$ cat src/rtl/ifm_read_ctrl_pkg.sv
// Shared types and defaults for the IFM read controller.
package ifm_read_ctrl_pkg;

    localparam int unsigned CNT_W_DEF = 8;
    localparam int unsigned MIN_W_DEF = 3;
    localparam int unsigned ST_W      = 2;

    typedef enum logic [ST_W-1:0] {
        IDLE = 2'd0,
        RUN  = 2'd1,
        DONE = 2'd2
    } state_t;

endpackage

$ cat src/rtl/ifm_pos_cnt.sv
// Column/row position counter over a width x height frame, wrapping at the last sample.
module ifm_pos_cnt
    import ifm_read_ctrl_pkg::*;
#(
    parameter int unsigned CNT_W = CNT_W_DEF
) (
    input  logic             clk,
    input  logic             rst,
    input  logic             clr,
    input  logic             en,
    input  logic [CNT_W-1:0] width,
    input  logic [CNT_W-1:0] height,
    output logic [CNT_W-1:0] col,
    output logic [CNT_W-1:0] row,
    output logic             last_c
);

    logic col_wrap_c;

    assign col_wrap_c = (col == width - CNT_W'(1));
    assign last_c     = col_wrap_c && (row == height - CNT_W'(1));

    always_ff @(posedge clk) begin
        if (rst || clr) begin
            col <= '0;
            row <= '0;
        end else if (en) begin
            if (col_wrap_c) begin
                col <= '0;
                row <= last_c ? '0 : row + CNT_W'(1);
            end else begin
                col <= col + CNT_W'(1);
            end
        end
    end

endmodule

$ cat src/rtl/ifm_read_ctrl.sv
// Streams one IFM frame into the line buffer and flags when three same-row samples form a window.
module ifm_read_ctrl
    import ifm_read_ctrl_pkg::*;
#(
    parameter int unsigned CNT_W = CNT_W_DEF,
    parameter int unsigned MIN_W = MIN_W_DEF
) (
    input  logic             clk,
    input  logic             rst,
    input  logic             stall,
    input  logic             start,
    input  logic [CNT_W-1:0] cfg_width,
    input  logic [CNT_W-1:0] cfg_height,
    input  logic             src_valid,
    output logic             src_ready,
    output logic             ifm_read,
    output logic             win_valid,
    output logic [CNT_W-1:0] win_col,
    output logic [CNT_W-1:0] win_row,
    output logic             busy,
    output logic             done,
    output logic             cfg_err
);

    state_t           state;
    logic [CNT_W-1:0] width_q;
    logic [CNT_W-1:0] height_q;
    logic [CNT_W-1:0] col;
    logic [CNT_W-1:0] row;
    logic             fire;
    logic             last_c;
    logic             cfg_ok_c;
    logic             start_ok_c;
    logic             win_ok_c;

    assign cfg_ok_c   = (cfg_width >= CNT_W'(MIN_W)) && (cfg_height != '0);
    assign start_ok_c = (state == IDLE) && start && cfg_ok_c;
    assign src_ready  = (state == RUN) && !stall;
    assign fire       = src_valid && src_ready;
    assign ifm_read   = fire;
    assign busy       = (state != IDLE);
    // A window needs two earlier samples on the same row; col restarts at 0 on each row.
    assign win_ok_c   = fire && (col >= CNT_W'(2));

    ifm_pos_cnt #(.CNT_W(CNT_W)) u_pos_cnt (
        .clk    (clk),
        .rst    (rst),
        .clr    (start_ok_c),
        .en     (fire),
        .width  (width_q),
        .height (height_q),
        .col    (col),
        .row    (row),
        .last_c (last_c)
    );

    always_ff @(posedge clk) begin
        if (rst) begin
            state     <= IDLE;
            width_q   <= '0;
            height_q  <= '0;
            win_valid <= 1'b0;
            win_col   <= '0;
            win_row   <= '0;
            done      <= 1'b0;
            cfg_err   <= 1'b0;
        end else begin
            done    <= 1'b0;
            cfg_err <= (state == IDLE) && start && !cfg_ok_c;
            case (state)
                IDLE: begin
                    if (start_ok_c) begin
                        state    <= RUN;
                        width_q  <= cfg_width;
                        height_q <= cfg_height;
                    end
                end
                RUN: begin
                    if (fire && last_c) begin
                        state <= DONE;
                        done  <= 1'b1;
                    end
                end
                DONE:    state <= IDLE;
                default: state <= IDLE;
            endcase
            // Window flags freeze together with the buffer while stalled.
            if (!stall) begin
                win_valid <= win_ok_c;
                if (win_ok_c) begin
                    win_col <= col - CNT_W'(2);
                    win_row <= row;
                end
            end
        end
    end

endmodule

$ cat config.mk
export PLATFORM = sky130hd
export DESIGN_NAME = ifm_read_ctrl
export DESIGN_NICKNAME = d
export VERILOG_FILES = /design/src/rtl/ifm_read_ctrl_pkg.sv /design/src/rtl/ifm_pos_cnt.sv /design/src/rtl/ifm_read_ctrl.sv
export SDC_FILE = /design/constraint.sdc
export NUM_CORES = 1
export LEC_CHECK = 0
export BUFFER_PORTS_ARGS = -buffer_cell sky130_fd_sc_hd__buf_2
export CORE_MARGIN = 5
export CORE_UTILIZATION = 49
export DETAILED_ROUTE_END_ITERATION = 12
export PLACE_DENSITY_LB_ADDON = 0.12
export SYNTH_ARGS = -nofsm -noshare
export SYNTH_HDL_FRONTEND = slang
export SYNTH_HIERARCHICAL = 1
export SYNTH_SLANG_ARGS = --single-unit
$ cat constraint.sdc
create_clock -name clk -period 3.1 [get_ports clk]
set_input_delay 0.465 -clock clk [delete_from_list [all_inputs] [get_ports clk]]
set_output_delay 0.465 -clock clk [all_outputs]
set_load 0.05 [all_outputs]
==> results of run 1 <==
worst paths after layout:
path                     start                to
setup / recovery    width_q[0]  u_pos_cnt/row[0]
hold / removal    cfg_width[4]        width_q[4]
setup reg to reg    width_q[0]  u_pos_cnt/row[0]
hold reg to reg     win_col[6]        win_col[6]
logic make-up (layout without fill, tap and decap cells):
| group | Yosys count | in the layout | share of synthesized area (%) |
|---|---|---|---|
| AOI/OAI and AO/OA | 41 | 41 | 11.30 |
| xor gates and xnor gates | 32 | 32 | 10.28 |
| adders and majority gates | 5 | 5 | 2.234 |
| buffers and inverters | 25 | 65 | 4.915 |
| DFF | 53 | 53 | 37.89 |
| muxes | 28 | 28 | 10.01 |
| and+or+nand+nor | 125 | 125 | 23.37 |
area by class of cell:
cell class                 instances  area (um2)
fill                             526        2434
multi-input combinational        231        1602
sequential                        53        1061
timing repair buffer              44       225.2
tap                               72       90.09
clock buffer                       8       80.08
inverter                          13       48.80
tightest hold or removal path: stages:
cell,delay (ns)
buf_2,0.09
mux2i_1,0.06
nor2_1,0.07
metrics by stage:
step,utilization [%],setup slack (ns)
final,56.07,0.6640
after global routing,56.07,0.4211
after CTS,56.07,0.6533
after detailed placement,54.63,0.5050
after global placement,54.63,0.6134
after floorplan,-,0.9261
synthesized netlist by cell type (all sizes together) (2+ instances only):
cell,instances
nor2b,2
ha,5
o31ai,3
or3,2
a221oi,2
nor3,14
o2bb2ai,3
nor2,49
nand2,20
and3,5
a21oi,9
a32oi,2
clkbuf,5
xnor2,17
o21ai,7
buf,7
dfxtp,53
nor3b,3
inv,13
and4,2
or3b,3
nand3,4
or2,3
xor2,15
a211oi,6
a31oi,2
nand4,4
nor4,8
mux2i,28
sequential cells by signal, indices dropped and copies added, names as in the netlist:
| register | count |
|---|---|
| height_q | 8 |
| u_pos_cnt/row | 8 |
| win_valid | 1 |
| state | 2 |
| u_pos_cnt/col | 8 |
| win_col | 8 |
| win_row | 8 |
| width_q | 8 |
| cfg_err | 1 |
| done | 1 |
per-layer routing:
metal	track usage [%]	part of all wire [%]	wire length [um]	vias up
li1	-	-	-	1161
met2	29.94	49	2898	34
met3	2.978	2.9	169	6
met5	0	0	0	-
met1	21.97	47	2741	1052
met4	5.036	1.4	80	0
power by group:
part,switching [mW],internal (mW),leakage [nW]
logic,0.0973,0.0821,0.777
clock network,0.210,0.161,0.0395
registers,0.0220,0.696,0.430
total,0.330,0.939,1.25
cells in the final DEF, fill, tap and decap left out, types with 3 or more instances in the layout:
cell	instances
clkbuf_8	5
nor2_1	49
clkbuf_1	3
a21oi_1	8
nand3_1	4
buf_2	42
and3_1	3
a211oi_1	6
inv_1	13
o2bb2ai_1	3
nor4_1	6
mux2i_1	28
nand4_1	4
xnor2_1	17
o21ai_0	5
xor2_1	14
dfxtp_1	53
nor3_1	14
nand2_1	20
ha_1	5
==> summary.txt, run 1 <==
Global route
  • First-pass GRT wire length: about 10 mm
  • Total GRT Usage: between 10% and 20%
  • Gr ovfl total: 0
  • Vias in the first global route: 2219
  • Initial antenna violation count: 0
  • Largest net degree at the start of global routing: 40

Placed design
  • Port Buffers: 42
  • Final HPWL DP: between 4 and 5 mm
  • Cell Area, Placed: 3027 um2
  • Placer Congestion: between 0.8 and 0.9
  • DP Cell Count: ~410

Critical path
  • CP arrival: between 2 and 3 ns
  • Setup crit start kind: flip-flop
  • Worst endpoint required time: around 3.3 ns
  • Crit-path max FO: 9
  • Buffer and inverter count on the worst path: 1
  • Crit. End Element: flip-flop
  • Crit Path Class: reg -> reg
  • Crit path cell chain: inv_1, ha_1, nor2b_1, or3_1, a31oi_1, and3_4, o211ai_4, or3b_1, a21oi_1
  • CP delay by family, top: simple AND/OR/NAND/NOR gates
  • Slowest-stage cell, CP: dfxtp_1
  • Crit path largest cell delay: 0.43 ns
  • Reg2Reg Setup Slack: around 0.66 ns
  • R2r worst-path depth: 9
  • WP depth: 9

Floorplan
  • Initial core utilization: between 50% and 60%
  • Core footprint: 5540 um2
  • Height of the die: around 86 um
  • Die W: about 86 um
  • Die ar.: 7327 um2
  • Cell row count: 27
  • Num ports: 43

Clock network
  • H-tree Lvls: 2
  • Postcts setup bufs: 0
  • Cts hold-fix bufs: 0
  • Clk sinks: 53
  • Clock latency on the worst-skew pair: around 0.30 ns
  • Cts repair resizes: 0
  • Clock transition at the registers of the reported paths: approximately 0.090 ns
  • Clk root buf: clkbuf_8
  • CTS buffer count: 5
  • CTS tree: built
  • Deepest clock path buffer count: 2

Detailed routing
  • Final wirelength: 5.889 mm
  • Iter 0 DRT Violations: 114
  • Drt pass-1 iters: 4
  • Routed length per instance: between 10 and 15 um
  • Via count: 2253
  • Via density: roughly 5.4
  • Drt drc: 0
  • Final ANT Viol Nets: 0

Outcome
  • Status: finished clean

Power and ir drop
  • Overall power: about 1.3 mW
  • P per Cell Area: 408.3 nW/um2
  • Lkg Pwr: 1.246 nW
  • Peak VDD IR: between 0.2 and 0.3 mV

Synth
  • Flops & latches, synth: 53
  • Synth area leaders: dfxtp_1, mux2i_1, nor2_1
  • FFs w/ async S/R, synth: 0%
  • Synth Cell Area: about 2800 um2
  • Distinct cells, synth: 59
  • Ys flop type: dfxtp_1
  • Number of flops mapped to enable cells by yosys: 0
  • Register area share after synthesis: between 30 and 40%
  • Syn_area_per_cell: between 9 and 10 um2
  • Yosys warning count: 6
  • Mapped Nets: 335
  • Gate count of the mapped netlist: 309
  • Area share of the largest cell type after synthesis: a little under two fifths
  • Area leader, netlist: dfxtp_1

STA
  • Fmax: about 410 MHz
  • Final Cycle Share: between 70 and 80%
  • Hold Fails Final Rpt: 0
  • Final setup fails: 0
  • Clock period minus worst slack: ~2.4 ns
  • Clock Skew: roughly 0.0057 ns
  • Measured slew at the worst slew-check pin: 1.154 ns
  • Max Slew Vio Count: 0
  • Slew HR: 23.08%
  • Min Hold Slack: between 0.4 and 0.5 ns
  • Setup TNS: 0 ns
  • RSZ-0062 raised after global routing: false

Worst hold path
  • Hold path depth: 3
  • Hold Crit Class: in -> reg

Cells and area
  • Share of layout cells above drive strength 1: a little under a fifth
  • Area Overhead vs Synth: 10.95%
  • # diodes: 0
  • Non-Filler Instances: around 420
  • Final Instance Area: slightly above 3000 um2
  • Nets: roughly 370

Run
  • Total of max-cap violations: 0
No activity file was read; power rests on OpenSTA's default activity.
==> inputs of run 2 (changes only) <==
==> constraint.sdc (replaced) <==
create_clock -name clk -period 2.3 [get_ports clk]
set_input_delay 0.345 -clock clk [delete_from_list [all_inputs] [get_ports clk]]
set_output_delay 0.345 -clock clk [all_outputs]
set_load 0.05 [all_outputs]
==> summary.txt, run 2 (synthesized netlist as in run 1, its figures left out) <==
Floorplan
  • Die ar.: ~7300 um2
  • Num ports: 43
  • Height of the die: 85.60 um
  • Cell row count: 27
  • Initial core utilization: 50.54%
  • Core footprint: about 5500 um2
  • Die W: between 80 and 90 um

Critical path
  • R2r worst-path depth: 9
  • CP delay by family, top: simple AND/OR/NAND/NOR gates
  • Reg2Reg Setup Slack: around 0.15 ns
  • Worst r2r dst: u_pos_cnt/row[0]
  • Crit Path Class: reg -> reg
  • Crit. End Element: flip-flop
  • Slowest-stage cell, CP: or3b_1
  • Crit path largest cell delay: 0.37 ns
  • Setup crit start kind: flip-flop
  • Crit path cell chain: inv_1, ha_1, nor2b_1, or3_1, a31oi_1, and3_4, o211ai_4, or3b_1, a21oi_1
  • Crit-path max FO: 9
  • Buffer and inverter count on the worst path: 1
  • Worst endpoint required time: ~2.6 ns
  • WP depth: 9
  • CP arrival: between 2 and 2.5 ns
  • Worst setup path start: width_q[1]
  • R2R Path Start: width_q[1]
  • End of the critical path: u_pos_cnt/row[0]

Cells and area
  • Fill cells: around 500
  • Fin util: ~58%
  • Area Overhead vs Synth: 15.01%
  • Most frequent cells in the layout: dfxtp_1, nor2_1, buf_2, mux2i_1, nand2_1
  • Nets: about 390
  • Most common cell after layout, fill and taps aside: dfxtp_1
  • FF+latch area: 1062 um2
  • Area of the multi-input gates: approximately 1600 um2
  • # diodes: 0
  • Share of layout cells above drive strength 1: 23.06%

Power and ir drop
  • Sw frac: roughly 28%
  • Psw: 0.4890 mW
  • Lkg Pwr: around 1.3 nW
  • P per Cell Area: around 550 nW/um2
  • Int Pwr: 1.278 mW
  • Share of total power in the clock network: 30.4%
  • Comb power frac: between 10% and 20%
  • Flop pwr share: 54.5%
  • Peak VDD IR: 0.3433 mV
  • Overall power: 1.767 mW

STA
  • Measured slew at the worst slew-check pin: around 0.43 ns
  • Fmax: between 400 and 500 MHz
  • Final Cycle Share: between 90 and 100%
  • Slew HR: between 70% and 80%
  • Max Slew Vio Count: 0
  • Final setup fails: 0
  • Clock Skew: between 0.008 and 0.009 ns
  • Clock period minus worst slack: between 2 and 2.5 ns
  • Hold Fails Final Rpt: 0
  • Min Hold Slack: about 0.28 ns
  • Setup TNS: 0 ns

Global route
  • Gr ovfl total: 0
  • Vias in the first global route: 2226
  • Initial antenna violation count: 0
  • Largest net degree at the start of global routing: 37
  • First-pass GRT wire length: between 10 and 15 mm
  • Total GRT Usage: ~17%

Worst hold path
  • Hold Crit Class: in -> reg

Detailed routing
  • Drt pass-1 iters: 4
  • Drt drc: 0
  • Iter 0 DRT Violations: 120
  • Final wirelength: around 6 mm
  • Final ANT Viol Nets: 0
  • Via density: roughly 5.4
  • Routed length per instance: 13.93 um
  • Via count: between 2k and 2.5k

Clock network
  • Deepest clock path buffer count: 2
  • Clock latency on the worst-skew pair: just over 0.3 ns
  • CTS buffer count: 5
  • Clk sinks: 53
  • Clock transition at the registers of the reported paths: around 0.10 ns
  • H-tree Lvls: 2
  • CTS tree: built
  • Clk root buf: clkbuf_8

Run
  • Total of max-cap violations: 0

Placed design
  • Final HPWL DP: between 4 and 5 mm
  • Placer Congestion: a little over 0.8
  • Port Buffers: 42

Outcome
  • Status: finished clean
-- run 2: cell count changes in the layout (fill, tap and decap cells not counted), sizes merged --
cell	delta
buf	+11
clkbuf	-3
clkinv	+1
clkinvlp	+1
inv	+1
-- run 2: layout make-up --
cell class / count / area share (%)
Multi-Input combinational cell: 231 / 50.35
Sequential cell: 53 / 32.98
Clock inverter: 3 / 0.6605
Clock buffer: 5 / 2.137
Tap cell: 72 / 2.797
Timing Repair Buffer: 55 / 9.557
Inverter: 13 / 1.515
-- run 2: power by group through the flow --
stage	Sequential [mW]	Combinational, mW	Clock (mW)
after floorplan	0.979	0.206	0
after global placement	0.983	0.259	0
after detailed placement	0.984	0.262	0
after CTS	0.963	0.263	0.557
after global routing	0.966	0.295	0.604
final	0.963	0.267	0.537
-- run 2: routing by layer --
layer	routed length, um	GRT usage (%)	share of wire [%]
met2	3039	30.58	50
met3	253	3.650	4.2
met5	0	0	0
met4	72	4.892	1.2
met1	2653	20.92	44
-- run 2: how the worst min path moves through the flow --
stage	start	end	cells after the start	slack, ns
floorplan	u_pos_cnt/row[2]	win_row[2]	2	0.46
global placement	win_row[4]	win_row[4]	2	0.47
detailed placement	win_col[6]	win_col[6]	2	0.47
CTS	cfg_height[2]	height_q[2]	3	0.28
global route	cfg_width[3]	width_q[3]	3	0.28
finish	rst	win_col[6]	2	0.28
-- run 2: through the flow --
stage	instances	setup WS (ns)	instance area [um2]
2_1_floorplan	309	0.1261	2800
3_3_place_gp	424	0.1271	3109
3_5_place_dp	424	0.09952	3109
4_1_cts	432	0.07001	3199
5_1_grt	432	-0.006870	3221
6_report	432	0.1507	3221
-- run 2: timing repair --
item,in CTS,in global routing
hold buffers,0,0
buffers inserted,0,0
endpoints found under the setup margin,0,11
resized for setup,0,5
hold endpoints to repair,0,0
==> inputs of run 3 (changes only) <==
--- a/config.mk
+++ b/config.mk
@@ -12,5 +12,4 @@
 export PLACE_DENSITY_LB_ADDON = 0.12
 export SYNTH_ARGS = -nofsm -noshare
 export SYNTH_HDL_FRONTEND = slang
-export SYNTH_HIERARCHICAL = 1
 export SYNTH_SLANG_ARGS = --single-unit
==> constraint.sdc (replaced) <==
create_clock -name clk -period 1.89 [get_ports clk]
set_input_delay 0.2835 -clock clk [delete_from_list [all_inputs] [get_ports clk]]
set_output_delay 0.2835 -clock clk [all_outputs]
set_load 0.05 [all_outputs]
==> summary.txt, run 3 <==
Synth
  • Flops & latches, synth: 53
  • Post-synth top cells: dfxtp_1, nor2_1, nand2_1, xnor2_1, xor2_1
  • Top-count cell post-synth: dfxtp_1
  • Ys flop type: dfxtp_1
  • Mapped Nets: 314
  • Area leader, netlist: dfxtp_1
  • Syn_area_per_cell: 8.951 um2
  • Area share of the largest cell type after synthesis: ~41%
  • Synth area leaders: dfxtp_1, xnor2_1, xor2_1
  • Distinct cells, synth: 44
  • Number of flops mapped to enable cells by yosys: 0
  • Yosys warning count: 0
  • FFs w/ async S/R, synth: 0%
  • Register area share after synthesis: 41.45%
  • Gate count of the mapped netlist: around 290
  • Synth Cell Area: 2560 um2

STA
  • RSZ-0062 raised after global routing: true
  • Clock Skew: about 0.0084 ns
  • Setup slack after layout: -0.2103 ns
  • Final setup fails: 29
  • Clock period minus worst slack: 2.100 ns
  • Final Cycle Share: 111.1%
  • Hold Fails Final Rpt: 0
  • Measured slew at the worst slew-check pin: 0.6898 ns
  • Fmax: between 400 and 500 MHz
  • Slew HR: 53.96%
  • Max Slew Vio Count: 0

Power and ir drop
  • Overall power: ~2.3 mW
  • Peak VDD IR: roughly 0.32 mV
  • Lkg Pwr: 1.444 nW
  • P per Cell Area: between 600 and 700 nW/um2

Floorplan
  • Die ar.: roughly 6800 um2
  • Cell row count: 26
  • Die W: roughly 82 um
  • Height of the die: just over 80 um
  • Core footprint: between 5000 and 6000 um2
  • Num ports: 43
  • Initial core utilization: 50.12%

Detailed routing
  • Final wirelength: about 6.2 mm
  • Via density: about 5.2
  • Routed length per instance: 14.26 um
  • Iter 0 DRT Violations: 85
  • Final ANT Viol Nets: 0
  • Via count: around 2.3k
  • Drt pass-1 iters: 4
  • Drt drc: 0

Clock network
  • Clock latency on the worst-skew pair: between 0.3 and 0.4 ns
  • Clock transition at the registers of the reported paths: about 0.10 ns
  • Clk root buf: clkbuf_8
  • CTS tree: built
  • Clk sinks: 53
  • H-tree Lvls: 2
  • Deepest clock path buffer count: 2
  • Cts hold-fix bufs: 0
  • CTS buffer count: 5

Global route
  • First-pass GRT wire length: ~10 mm
  • Largest net degree at the start of global routing: 23
  • Initial antenna violation count: 0
  • Vias in the first global route: 2237
  • Routing usage on met1: a little under a quarter
  • Total GRT Usage: between 10% and 20%
  • Grt peak-use layer: met2
  • Met3 usage: 2.928%
  • Gr ovfl total: 0
  • Met2 Usage GRT: about a third

Placed design
  • Port Buffers: 42
  • Final HPWL DP: 4.422 mm
  • Placer Congestion: 0.8032

Critical path
  • R2r worst-path depth: 8
  • Setup crit start kind: flip-flop
  • Crit Path Class: reg -> reg
  • End of the critical path: u_pos_cnt.col[1]
  • CP arrival: approximately 2.3 ns
  • R2R Path Start: width_q[1]
  • Worst endpoint required time: between 2 and 2.5 ns
  • Crit-path max FO: 8
  • Worst setup path start: width_q[1]
  • Worst r2r dst: u_pos_cnt.col[1]
  • Reg2Reg Setup Slack: -0.21 ns
  • Crit. End Element: flip-flop

Cells and area
  • FF+latch area: between 1000 and 1500 um2
  • Nets: 390
  • # diodes: 0
  • Share of layout cells above drive strength 1: between 30% and 40%
  • Fill cells: 443
  • Area Overhead vs Synth: 36.12%
  • Area of the multi-input gates: roughly 1600 um2
  • Most frequent cells in the layout: dfxtp_1, buf_2, buf_4, nor2_1, xnor2_1
  • Most common cell after layout, fill and taps aside: dfxtp_1
  • Fin util: 68.23%

Outcome
  • Violated checks: setup timing
  • Status: complete, but fails checks

Run
  • Total of max-cap violations: 0

Worst hold path
  • Hold Crit Class: in -> reg
-- run 3: cell types whose count changed after synthesis, moves of 6 or more --
cell	before	now
mux2i_1	28	10
nor2_1	49	33
a22o_1	0	11
clkbuf_1	5	13
nand3_1	4	10
nor3_1	14	8
-- run 3: kinds of logic (layout without fill, tap and decap cells) --
logic type,Yosys count,in the layout,synth area share (%)
multiplexers,10,10,3.910
AND/OR/NAND/NOR,107,107,21.70
flip-flops,53,53,41.45
buffers and inverters,26,103,4.252
XOR/XNOR,32,32,10.95
AO/OA/AOI/OAI,51,51,14.32
adder cells (fa/ha/maj),7,7,3.421
-- run 3: layer usage --
layer  part of all wire (%)  wire length, um  vias up
li1                       -                -     1166
met1                     43             2685     1072
met2                     53             3249       29
met3                    3.2              197        4
met4                   0.70               43        0
met5                      0                0        -
-- run 3: cell type report --
type                    count  share of cell area [%]
multi-input cells         207                   46.46
clock buffers               6                   2.370
flip-flops and latches     53                   30.56
well taps                  70                   2.513
inverters                   9                  0.9695
repair buffers             86                   16.73
clock inverters             2                  0.3950
-- run 3: worst max-delay path, stage by stage, from the launching register on --
cell and delay (ns):
dfxtp_2 0.33, or3_4 0.39, or4_4 0.42, a211oi_2 0.21
nand4_1 0.14, buf_6 0.18, buf_12 0.13, nand2_8 0.13
a211oi_2 0.07
-- run 3: worst min path at each step --
stage	start	to	slack [ns]	cells after the start
floorplan	cfg_height[0]	height_q[0]	0.39	2
global placement	win_row[7]	win_row[7]	0.47	2
detailed placement	win_row[3]	win_row[3]	0.48	2
CTS	cfg_width[6]	width_q[6]	0.18	2
global route	cfg_width[4]	width_q[4]	0.20	2
finish	cfg_width[4]	width_q[4]	0.20	2
-- run 3: power breakdown --
part	internal (mW)	switching (mW)	leakage, nW
Clock	0.298	0.386	0.0512
Sequential	1.15	0.0295	0.431
Combinational	0.195	0.203	0.962
Total	1.64	0.619	1.44
-- run 3: stage by stage --
step                cells  cell area, um2  TNS (ns)  hold slack, ns  setup slack, ns
floorplan             286            2690    -1.103          0.3920         -0.09605
global placement      423            3191    -5.541          0.4708          -0.2325
detailed placement    423            3191    -7.589          0.4793          -0.3577
CTS                   432            3347    -1.532          0.1843          -0.1313
global route          433            3485    -5.175          0.1955          -0.2812
finish                433            3485    -2.890          0.1953          -0.2103
-- run 3: repair_timing --
item,CTS,global route
setup buffers,1,1
resized for setup,14,29
endpoints found under the setup margin,28,51
pin swaps,9,8
